## config.mk

```make
export PLATFORM = sky130hd
export DESIGN_NAME = shiftsub_divider
export DESIGN_NICKNAME = d
export VERILOG_FILES = /design/src/rtl/shiftsub_divider.sv
export SDC_FILE = /design/constraint.sdc
export NUM_CORES = 1
export LEC_CHECK = 0
export BUFFER_PORTS_ARGS = -buffer_cell sky130_fd_sc_hd__buf_2
export CAP_MARGIN = 15
export CORE_UTILIZATION = 40
export DETAILED_ROUTE_END_ITERATION = 6
export RECOVER_POWER = 25
export SLEW_MARGIN = 20
export SYNTH_ARGS = -nofsm -noshare
export SYNTH_HDL_FRONTEND = slang
export SYNTH_SLANG_ARGS = --single-unit
```

## constraint.sdc

```tcl
create_clock -name clk -period 2.5 [get_ports clk]
set_input_delay 0.25 -clock clk [delete_from_list [all_inputs] [get_ports clk]]
set_output_delay 0.25 -clock clk [all_outputs]
set_load 0.02 [all_outputs]
```

## src/rtl/shiftsub_divider.sv

```systemverilog
`default_nettype none
// ============================================================================
// Module   : shiftsub_divider
// Brief    : Sequential restoring unsigned divider, one quotient bit per clock
// Revision : 1.0 - initial release
// ============================================================================
module shiftsub_divider #(
  parameter int N = 4
) (
  input  logic         clk,
  input  logic         rst_n,
  input  logic         start,
  input  logic [N-1:0] a,
  input  logic [N-1:0] b,
  output logic         flag,
  output logic         busy,
  output logic         dz,
  output logic [N-1:0] quo,
  output logic [N-1:0] rem
);

  localparam int            CW     = $clog2(N + 1);
  localparam logic [CW-1:0] C_LAST = CW'(N - 1);

  typedef enum logic [1:0] {
    S_IDLE   = 2'd0,
    S_DIVIDE = 2'd1,
    S_DONE   = 2'd2
  } state_t;

  state_t         r_state;
  state_t         w_state_nxt;
  logic [N-1:0]   r_q;
  logic [N-1:0]   r_r;
  logic [N-1:0]   r_d;
  logic [CW-1:0]  r_cnt;
  logic           r_flag;
  logic           r_busy;
  logic           r_dz;
  logic [N-1:0]   r_quo;
  logic [N-1:0]   r_rem;

  logic           w_accept;
  logic           w_last;
  logic [N:0]     w_rs;
  logic [N:0]     w_t;
  logic [N-1:0]   w_q_nx;
  logic [N-1:0]   w_r_nx;

  assign w_accept = start && (r_state == S_IDLE || r_state == S_DONE);
  assign w_last   = (r_cnt == C_LAST);

  // Partial remainder stays below the divisor, so N bits hold it between
  // iterations; when the shifted-out top bit is set the subtraction always
  // succeeds, so the restore path never needs that bit.
  assign w_rs   = {r_r, r_q[N-1]};
  assign w_t    = w_rs - {1'b0, r_d};
  assign w_q_nx = {r_q[N-2:0], ~w_t[N]};
  assign w_r_nx = w_t[N] ? w_rs[N-1:0] : w_t[N-1:0];

  always_ff @(posedge clk or negedge rst_n) begin
    if (!rst_n) r_state <= S_IDLE;
    else        r_state <= w_state_nxt;
  end

  always_comb begin
    w_state_nxt = r_state;
    case (r_state)
      S_IDLE, S_DONE: begin
        if (start) w_state_nxt = (b == '0) ? S_DONE : S_DIVIDE;
      end
      S_DIVIDE: begin
        if (w_last) w_state_nxt = S_DONE;
      end
      default: w_state_nxt = S_IDLE;
    endcase
  end

  always_ff @(posedge clk or negedge rst_n) begin
    if (!rst_n) begin
      r_q    <= '0;
      r_r    <= '0;
      r_d    <= '0;
      r_cnt  <= '0;
      r_flag <= 1'b0;
      r_busy <= 1'b0;
      r_dz   <= 1'b0;
      r_quo  <= '0;
      r_rem  <= '0;
    end else if (w_accept) begin
      if (b == '0) begin
        r_flag <= 1'b1;
        r_dz   <= 1'b1;
        r_busy <= 1'b0;
        r_quo  <= '1;
        r_rem  <= a;
      end else begin
        r_q    <= a;
        r_r    <= '0;
        r_d    <= b;
        r_cnt  <= '0;
        r_flag <= 1'b0;
        r_dz   <= 1'b0;
        r_busy <= 1'b1;
      end
    end else if (r_state == S_DIVIDE) begin
      r_q   <= w_q_nx;
      r_r   <= w_r_nx;
      r_cnt <= r_cnt + CW'(1);
      if (w_last) begin
        r_busy <= 1'b0;
        r_flag <= 1'b1;
        r_dz   <= 1'b0;
        r_quo  <= w_q_nx;
        r_rem  <= w_r_nx;
      end
    end
  end

  assign flag = r_flag;
  assign busy = r_busy;
  assign dz   = r_dz;
  assign quo  = r_quo;
  assign rem  = r_rem;

endmodule
`default_nettype wire

```

==> summary.txt, run 1 <==
Run status
  • Status: completed

Die
  • I/O pin cnt: 22
  • Die area: 0.004028 mm²
  • Rows: 21
  • Die width: 63.47 µm
  • Core footprint: 0.003468 mm²
  • Die Y: 63.47 µm
  • Starting density of the core: 0.4358

Worst setup path
  • Crit Path Category: flop to flop
  • Delay-heaviest family, CP: adder cells
  • R2R cell count: 8
  • Slowest-stage cell, CP: or4_1
  • Largest fanout on the critical path: 12
  • Setup crit end kind: flop
  • WP data arrival: 2.52 ns
  • Slowest stage delay, CP: 0.45 ns
  • Worst R2R Setup Slack: 0.19 ns
  • Critical path required time: 2.71 ns
  • R2R Path End: rem[1]$_DFFE_PN0P_
  • Reg-to-reg startpoint: r_q[3]$_DFFE_PN0P_
  • Nature of the critical path startpoint: flop
  • Crit path cell chain: inv_1 -> ha_1 -> fa_1 -> nand2b_1 -> o2bb2ai_2 -> or4_1 -> o311a_1 -> a31oi_1
  • Buf+Inv Stages, Crit Path: 1

Timing
  • Period utilization: 0.9245
  • FMAX: 432.6 MHz
  • Least-Margin Pin Slew: 1.458 ns
  • Minimum clock period: 2.311 ns
  • Setup tns final: 0 ns
  • Count of final setup violators: 0
  • Clk_skew: 0.009307 ns
  • RSZ-0062 raised after global routing: no
  • Pins Over Slew Limit: 0
  • Post-route setup slack: 0.1886 ns
  • Final Hold Viols: 0
  • Max-slew headroom: 0.02771

Clocking
  • Clock root cell: clkbuf_8
  • Num CTS Buffers: 3
  • Post-CTS Resized: 0
  • Clock latency on the worst-skew pair: 0.28 ns
  • Clock transition at path regs: 0.10 ns
  • Clock Sink Count: 28
  • # H-tree levels: 1
  • CTS tree: built
  • Clk buf depth: 2

Global route
  • Met1 Usage GRT: 0.2244
  • Total Routing Usage GR: 0.1704
  • Initial antenna violation count: 0
  • Global-route layer with the greatest usage: met2
  • Met2 GRT Util: 0.2859
  • Pin count of the biggest net entering global routing: 29
  • Met3 Usage GRT: 0.02717
  • First-pass GRT wire length: 5.326 mm
  • Vias in the first global route: 1104
  • Overflow after GRT: 0

Yosys
  • Async SR Flop Fraction: 1.000
  • Seq cells post-synth: 28
  • Avg Cell Area, Syn: 9.815 µm²
  • Sequential share of the synthesized area: 0.4636
  • Yosys top cell by area: dfrtp_1
  • Post-synth EDFFs: 0
  • Syn Inst Count: 154
  • Distinct cells, synth: 37
  • Yosys warns: 0
  • Mapped Nets: 172
  • Area share of the largest cell type after synthesis: 0.4636
  • Synth Cell Area: 0.001511 mm²
  • Synth top area cells: dfrtp_1 (46%), nand2_1 (6.2%), ha_1 (5.0%), o21ai_0 (4.0%), nor2_1 (4.0%)
  • Main synth FF type: dfrtp_1

Route
  • Initial DRC count: 58
  • Drt pass-1 iters: 4
  • Via-to-Cell Ratio: 5.216
  • DR vias: 1158
  • Post-Route WL: 3.055 mm
  • Wire per inst: 13.76 µm
  • Post-DRT Antenna Nets: 0
  • DRC Markers: 0

Min path
  • Hold path start: b[2]
  • Hold path cells: 3
  • Path category of the worst min-delay check: primary input to flop
  • Hold endpoint: r_d[2]$_DFFE_PN0P_

Placement
  • Pre-CTS setup slack: 0.1754 ns
  • IO buf count: 21
  • DP Cell Count: 217
  • GPL Wtd Cong: 0.7939
  • Dpl hpwl: 2.349 mm

Layout
  • Non-filler cells, final: 222
  • Share of layout cells above drive strength 1: 0.2045
  • FILL cells: 349
  • ANT cells: 0
  • Core Util, Final: 0.4910
  • Nets: 195
  • Area Overhead vs Synth: 12.67%

Power
  • Static leakage: 0.7596 nW
  • Max VDD drop: 575.1 µV
  • Pwr dens: 1502 mW/mm²

Flow run
  • Max Cap Viol: 0
-- sequential cells by signal, indices dropped and copies added (netlist names) --
signal	count
quo	4
r_d	4
r_q	4
r_r	4
rem	4
r_cnt	3
r_state	2
busy	1
dz	1
flag	1
-- per-stage QoR --
stage	area [µm²]	power [mW]	hold slack (ns)
finish	1703	2.557	0.2236
global route	1703	2.781	0.2336
CTS	1704	2.587	0.2227
detailed placement	1623	2.223	0.3000
global placement	1623	2.171	0.2962
floorplan	1511	1.952	-0.04559
-- synthesized netlist by cell type, types with 3 or more instances --
cell     number
o22a_1        3
inv_1         8
buf_6         3
a31oi_1       7
o21ai_0      12
nand3_1       4
nor2_1       16
nand2_1      25
o21ai_1       3
dfrtp_1      28
a21oi_1       3
ha_1          6
-- final cells by class --
type,count,area [µm²],share of cell area
tap,46,57.56,0.03380
clock inverter,1,30.03,0.01763
clock buffer,3,41.29,0.02425
multi-input combinational,112,714.4,0.4195
timing repair buffer,24,128.9,0.07568
sequential,28,700.7,0.4115
inverter,8,30.03,0.01763
-- worst max path at each step --
stage,start,to,cells past startpoint
global route,r_q[3]$_DFFE_PN0P_,rem[1]$_DFFE_PN0P_,8
finish,r_q[3]$_DFFE_PN0P_,rem[1]$_DFFE_PN0P_,8
floorplan,r_q[3]$_DFFE_PN0P_,rem[3]$_DFFE_PN0P_,9
detailed placement,r_q[3]$_DFFE_PN0P_,rem[1]$_DFFE_PN0P_,8
global placement,r_q[3]$_DFFE_PN0P_,rem[0]$_DFFE_PN0P_,8
CTS,r_q[3]$_DFFE_PN0P_,rem[1]$_DFFE_PN0P_,8
-- worst min-delay path, stage by stage --
cell     delay, ns
buf_2         0.11
nand2_1       0.05
o21ai_0       0.05
-- repair_timing --
| action | 4_1_cts | 5_1_grt |
|---|---|---|
| hold endpoints to repair | 28 | 0 |
| hold buffers | 1 | 0 |
| buffers inserted | 0 | 0 |
-- power by group --
part | internal, mW | switching, mW | leakage [nW] | total [mW]
logic | 0.568 | 0.818 | 0.394 | 1.39
clock network | 0.215 | 0.142 | 0.0357 | 0.357
registers | 0.665 | 0.150 | 0.330 | 0.814
total | 1.45 | 1.11 | 0.760 | 2.56
-- cells by family (layout without fill, tap and decap cells) --
| family | count (synthesis) | count (layout) | share of synthesized area |
|---|---|---|---|
| and+or+nand+nor | 62 | 62 | 0.2036 |
| AOI/OAI and AO/OA | 38 | 38 | 0.1705 |
| DFF | 28 | 28 | 0.4636 |
| buffers and inverters | 14 | 36 | 0.06374 |
| adders and majority gates | 7 | 7 | 0.06291 |
| xor gates and xnor gates | 3 | 3 | 0.02236 |
| muxes | 2 | 2 | 0.01325 |
-- metal layers --
metal / routed length (µm) / vias up
met4: 44 / 0
met5: 0 / -
met3: 78 / 5
met1: 1441 / 555
met2: 1490 / 12
li1: - / 586
-- cell usage in the layout (no fill, tap or decap), types with 3 or more instances in the layout --
cell type and count:
dfrtp_1 28, nand2_1 25, buf_2 20, nor2_1 16, o21ai_0 12, inv_1 8, a31oi_1 7, ha_1 6
nand3_1 4, a21oi_1 3, o22a_1 3, o21ai_1 3, clkbuf_8 3
No activity file was read; power rests on OpenSTA's default activity.
==> run 2, diff against run 1 <==
==> constraint.sdc (replaced) <==
create_clock -name clk -period 2.4 [get_ports clk]
set_input_delay 0.24 -clock clk [delete_from_list [all_inputs] [get_ports clk]]
set_output_delay 0.24 -clock clk [all_outputs]
set_load 0.02 [all_outputs]
==> summary.txt, run 2 (same netlist as run 1, synthesis figures left out) <==
Route
  • Post-Route WL: 3.163 mm
  • DRC Markers: 0
  • DR vias: 1163
  • Via-to-Cell Ratio: 5.239
  • Post-DRT Antenna Nets: 0
  • Initial DRC count: 63
  • Drt pass-1 iters: 4
  • Wire per inst: 14.25 µm

Global route
  • Total Routing Usage GR: 0.1729
  • Met3 Usage GRT: 0.02174
  • Pin count of the biggest net entering global routing: 29
  • First-pass GRT wire length: 5.416 mm
  • Overflow after GRT: 0
  • Met1 Usage GRT: 0.2352
  • Global-route layer with the greatest usage: met2
  • Met2 GRT Util: 0.2859
  • Initial antenna violation count: 0
  • Vias in the first global route: 1154

Die
  • Starting density of the core: 0.4358
  • Die area: 0.004028 mm²
  • I/O pin cnt: 22
  • Core footprint: 0.003468 mm²
  • Rows: 21
  • Die Y: 63.47 µm
  • Die width: 63.47 µm

Worst setup path
  • Critical path required time: 2.61 ns
  • Largest fanout on the critical path: 12
  • WP data arrival: 2.45 ns
  • Nature of the critical path startpoint: flop
  • Crit Path Category: flop to flop
  • Worst R2R Setup Slack: 0.15 ns
  • Setup crit end kind: flop
  • Reg-to-reg startpoint: r_q[3]$_DFFE_PN0P_
  • R2R cell count: 8
  • R2R Path End: rem[0]$_DFFE_PN0P_

Layout
  • Area Overhead vs Synth: 13.49%
  • Final Cell Area: 0.001715 mm²
  • Most common cell after layout, fill and taps aside: dfrtp_1
  • FILL cells: 352
  • Core Util, Final: 0.4946
  • Share of layout cells above drive strength 1: 0.2045
  • Commonest non-fill, non-tap cells in the layout: dfrtp_1 (28), nand2_1 (25), buf_2 (20)
  • ANT cells: 0
  • Non-filler cells, final: 222
  • Nets: 195

Timing
  • Final Hold Viols: 0
  • RSZ-0062 raised after global routing: no
  • Count of final setup violators: 0
  • Clk_skew: 0.006400 ns
  • Post-route setup slack: 0.1533 ns
  • Setup tns final: 0 ns
  • Pins Over Slew Limit: 29
  • Max-slew headroom: -0.01677
  • FMAX: 445.1 MHz
  • Minimum clock period: 2.247 ns
  • Hold_ws: 0.2141 ns
  • Least-Margin Pin Slew: 1.525 ns
  • Period utilization: 0.9361

Clocking
  • Clock transition at path regs: 0.10 ns
  • Clk buf depth: 2
  • Num CTS Buffers: 3
  • CTS tree: built
  • Clock latency on the worst-skew pair: 0.28 ns
  • # H-tree levels: 1
  • Clock Sink Count: 28
  • Clock root cell: clkbuf_8

Flow run
  • Max Cap Viol: 1

Min path
  • Hold endpoint: r_q[3]$_DFFE_PN0P_
  • Hold path start: a[3]
  • Path category of the worst min-delay check: primary input to flop
  • Hold path cells: 3

Placement
  • Dpl hpwl: 2.334 mm
  • Area post-placement: 0.001615 mm²
  • IO buf count: 21
  • Pre-CTS setup slack: 0.1555 ns
  • GPL Wtd Cong: 0.7985
  • DP Cell Count: 216

Power
  • Static leakage: 0.7626 nW
  • Max VDD drop: 606.4 µV
  • Power, Total: 2.721 mW
  • Pwr dens: 1586 mW/mm²

Run status
  • Failing checks: capacitance limit, slew limit
  • Status: finished with violations
[run 2: timing repair]
item / 4_1_cts / 5_1_grt
buffers inserted: 0 / 1
resized for setup: 0 / 1
hold endpoints to repair: 28 / 0
hold buffers: 1 / 0
endpoints found under the setup margin: 0 / 4
[run 2: critical path, cell delays in order (launching register included)]
cell,delay (ns)
dfrtp_1,0.37
inv_1,0.06
ha_1,0.22
fa_1,0.40
nand2b_1,0.19
o2bb2ai_4,0.21
or4_1,0.42
o311a_1,0.13
a31oi_1,0.16
[run 2: final cells by class]
cell class                      instances  area (µm²)  share of cell area
Multi-Input combinational cell        112       726.9              0.4238
Sequential cell                        28       700.7              0.4085
Timing Repair Buffer                   24       128.9             0.07513
Tap cell                               46       57.56             0.03355
Clock buffer                            3       41.29             0.02407
Clock inverter                          1       30.03             0.01751
Inverter                                8       30.03             0.01751
[run 2: worst max path at each step]
stage                        from                  to  slack (ns)  cells past startpoint
2_1_floorplan  r_q[3]$_DFFE_PN0P_  rem[3]$_DFFE_PN0P_        0.30                      9
3_3_place_gp   r_q[3]$_DFFE_PN0P_  rem[0]$_DFFE_PN0P_        0.22                      8
3_5_place_dp   r_q[3]$_DFFE_PN0P_  rem[1]$_DFFE_PN0P_        0.16                      8
4_1_cts        r_q[3]$_DFFE_PN0P_  rem[1]$_DFFE_PN0P_        0.13                      8
5_1_grt        r_q[3]$_DFFE_PN0P_  rem[1]$_DFFE_PN0P_        0.04                      8
6_report       r_q[3]$_DFFE_PN0P_  rem[0]$_DFFE_PN0P_        0.15                      8
[run 2: routing by layer]
layer / wire length, µm / up-vias
met3: 61 / 5
met1: 1507 / 561
met4: 40 / 0
met5: 0 / -
li1: - / 582
met2: 1553 / 15
[run 2: power by group]
| group | internal (mW) | switching (mW) |
|---|---|---|
| registers | 0.692 | 0.151 |
| clock network | 0.223 | 0.152 |
| logic | 0.613 | 0.890 |
| total | 1.53 | 1.19 |
==> run 3, diff against run 2 <==
--- a/config.mk
+++ b/config.mk
@@ -7,8 +7,9 @@
 export LEC_CHECK = 0
 export BUFFER_PORTS_ARGS = -buffer_cell sky130_fd_sc_hd__buf_2
 export CAP_MARGIN = 15
-export CORE_UTILIZATION = 40
+export CORE_UTILIZATION = 56
 export DETAILED_ROUTE_END_ITERATION = 6
+export PLACE_DENSITY = 0.82
 export RECOVER_POWER = 25
 export SLEW_MARGIN = 20
 export SYNTH_ARGS = -nofsm -noshare
==> summary.txt, run 3 (same netlist as run 1, synthesis figures left out) <==
Clocking
  • Clock root cell: clkbuf_4
  • Clock latency on the worst-skew pair: 0.33 ns
  • Clock transition at path regs: 0.15 ns
  • Num CTS Buffers: 3
  • # H-tree levels: 1
  • Clock Sink Count: 28
  • CTS tree: built
  • Clk buf depth: 2

Route
  • Wire per inst: 14.69 µm
  • DR vias: 1217
  • DRT met1 WL: 1.404 mm
  • Via-to-Cell Ratio: 5.823
  • Initial DRC count: 22
  • Routed length on met3: 47 µm
  • Post-DRT Antenna Nets: 0
  • Post-Route WL: 3.071 mm
  • Drt pass-1 iters: 4
  • Top Metal Used: met4
  • DR WL met2: 1.593 mm
  • DRC Markers: 0

Layout
  • Area Overhead vs Synth: 13.41%
  • Core Util, Final: 0.6796
  • Nets: 198
  • Most common cell after layout, fill and taps aside: dfrtp_1
  • Share of layout cells above drive strength 1: 0.2235
  • Commonest non-fill, non-tap cells in the layout: dfrtp_1 (28), nand2_1 (25), buf_2 (20)
  • ANT cells: 0

Worst setup path
  • R2R cell count: 8
  • WP data arrival: 2.43 ns
  • Buf+Inv Stages, Crit Path: 1
  • Crit path cell chain: inv_1 -> ha_1 -> fa_1 -> nand2b_4 -> o2bb2ai_4 -> and3_1 -> a2111oi_2 -> o21ai_1
  • Critical path required time: 2.62 ns
  • Nature of the critical path startpoint: flop
  • Slowest-stage cell, CP: dfrtp_1
  • Setup crit end kind: flop
  • WP depth: 8
  • Delay-heaviest family, CP: adder cells
  • Slowest stage delay, CP: 0.40 ns
  • Largest fanout on the critical path: 6
  • Reg-to-reg startpoint: r_q[3]$_DFFE_PN0P_
  • Crit Path Category: flop to flop
  • CP startpoint: r_q[3]$_DFFE_PN0P_

Power
  • Static leakage: 0.7725 nW
  • Combinational fraction of design power: 0.585
  • Pwr dens: 1614 mW/mm²
  • Power Internal: 1.539 mW
  • Max VDD drop: 967.1 µV
  • Flop pwr share: 0.306
  • P_sw: 1.228 mW
  • Clk pwr share: 0.110
  • Sw frac: 0.4439

Die
  • Die width: 53.95 µm
  • Die Y: 53.95 µm
  • Starting density of the core: 0.5992
  • I/O pin cnt: 22
  • Core footprint: 0.002522 mm²
  • Rows: 18
  • Die area: 0.002911 mm²

Timing
  • Clk_skew: 0.006455 ns
  • Least-Margin Pin Slew: 1.493 ns
  • Final Hold Viols: 0
  • RSZ-0062 raised after global routing: no
  • Setup tns final: 0 ns
  • Max-slew headroom: 0.004388
  • Period utilization: 0.9230
  • FMAX: 451.4 MHz
  • Minimum clock period: 2.215 ns
  • Hold_ws: 0.1659 ns
  • Pins Over Slew Limit: 0
  • Count of final setup violators: 0

Global route
  • Total Routing Usage GR: 0.2485
  • Initial antenna violation count: 0
  • Pin count of the biggest net entering global routing: 29
  • Overflow after GRT: 0
  • First-pass GRT wire length: 5.181 mm
  • Vias in the first global route: 1180

Min path
  • Hold path start: b[2]
  • Path category of the worst min-delay check: primary input to flop
  • Hold path cells: 3

Flow run
  • Max Cap Viol: 0

Placement
  • GPL Wtd Cong: 0.8664
  • Dpl hpwl: 2.270 mm
  • IO buf count: 21

Run status
  • Status: completed
==> run 3: path summary, 6_finish.rpt <==
kind,to,slack (ns)
max in group asynchronous,rem[3]$_DFFE_PN0P_,0.75
worst max-delay path,rem[3]$_DFFE_PN0P_,0.18
min in group asynchronous,r_state[1]$_DFFE_PN0P_,0.78
worst min-delay path,r_d[2]$_DFFE_PN0P_,0.17
worst min register to register,busy$_DFFE_PN0P_,0.49
worst max register to register,rem[3]$_DFFE_PN0P_,0.18
==> run 3: cell type report <==
class | instances | area, µm²
Sequential cell | 28 | 700.7
Clock inverter | 1 | 30.03
Clock buffer | 3 | 22.52
Tap cell | 30 | 37.54
Fill cell | 205 | 808.3
Multi-Input combinational cell | 113 | 749.5
Timing Repair Buffer | 26 | 143.9
Inverter | 8 | 30.03
==> run 3: routing by layer <==
metal / track usage / vias up
li1: - / 593
met1: 0.3278 / 607
met2: 0.4444 / 13
met3: 0.01695 / 4
met4: 0.05263 / 0
met5: 0 / -
==> run 3: power by group through the flow <==
stage                     registers (mW)  clock network, mW  logic (mW)
after floorplan                    0.903                  0        1.13
after global placement             0.846                  0        1.39
after detailed placement           0.856                  0        1.45
after CTS                          0.844              0.308        1.46
after global routing               0.874              0.321        1.82
final                              0.846              0.304        1.62
==> run 3: per-stage QoR <==
stage / instances / area [µm²] / worst slack [ns] / power [mW]
after floorplan: 154 / 1511 / 0.2980 / 2.034
after global placement: 201 / 1603 / 0.2116 / 2.237
after detailed placement: 201 / 1603 / 0.1074 / 2.305
after CTS: 206 / 1665 / 0.07814 / 2.612
after global routing: 209 / 1714 / 0.01203 / 3.013
final: 209 / 1714 / 0.1848 / 2.767
==> run 3: worst register-to-register path, delay by kind of cell (launching register included) <==
| family | cells | cell delay (ns) |
|---|---|---|
| DFF | 1 | 0.40 |
| buffers and inverters | 1 | 0.06 |
| AOI/OAI and AO/OA | 3 | 0.61 |
| adders and majority gates | 2 | 0.62 |
| and+or+nand+nor | 2 | 0.42 |
==> run 3: repair_timing <==
item                                    4_1_cts  5_1_grt
hold buffers                                  1        0
hold endpoints to repair                     28        0
resized for setup                             0        2
buffers inserted                              0        2
endpoints found under the setup margin        0        5
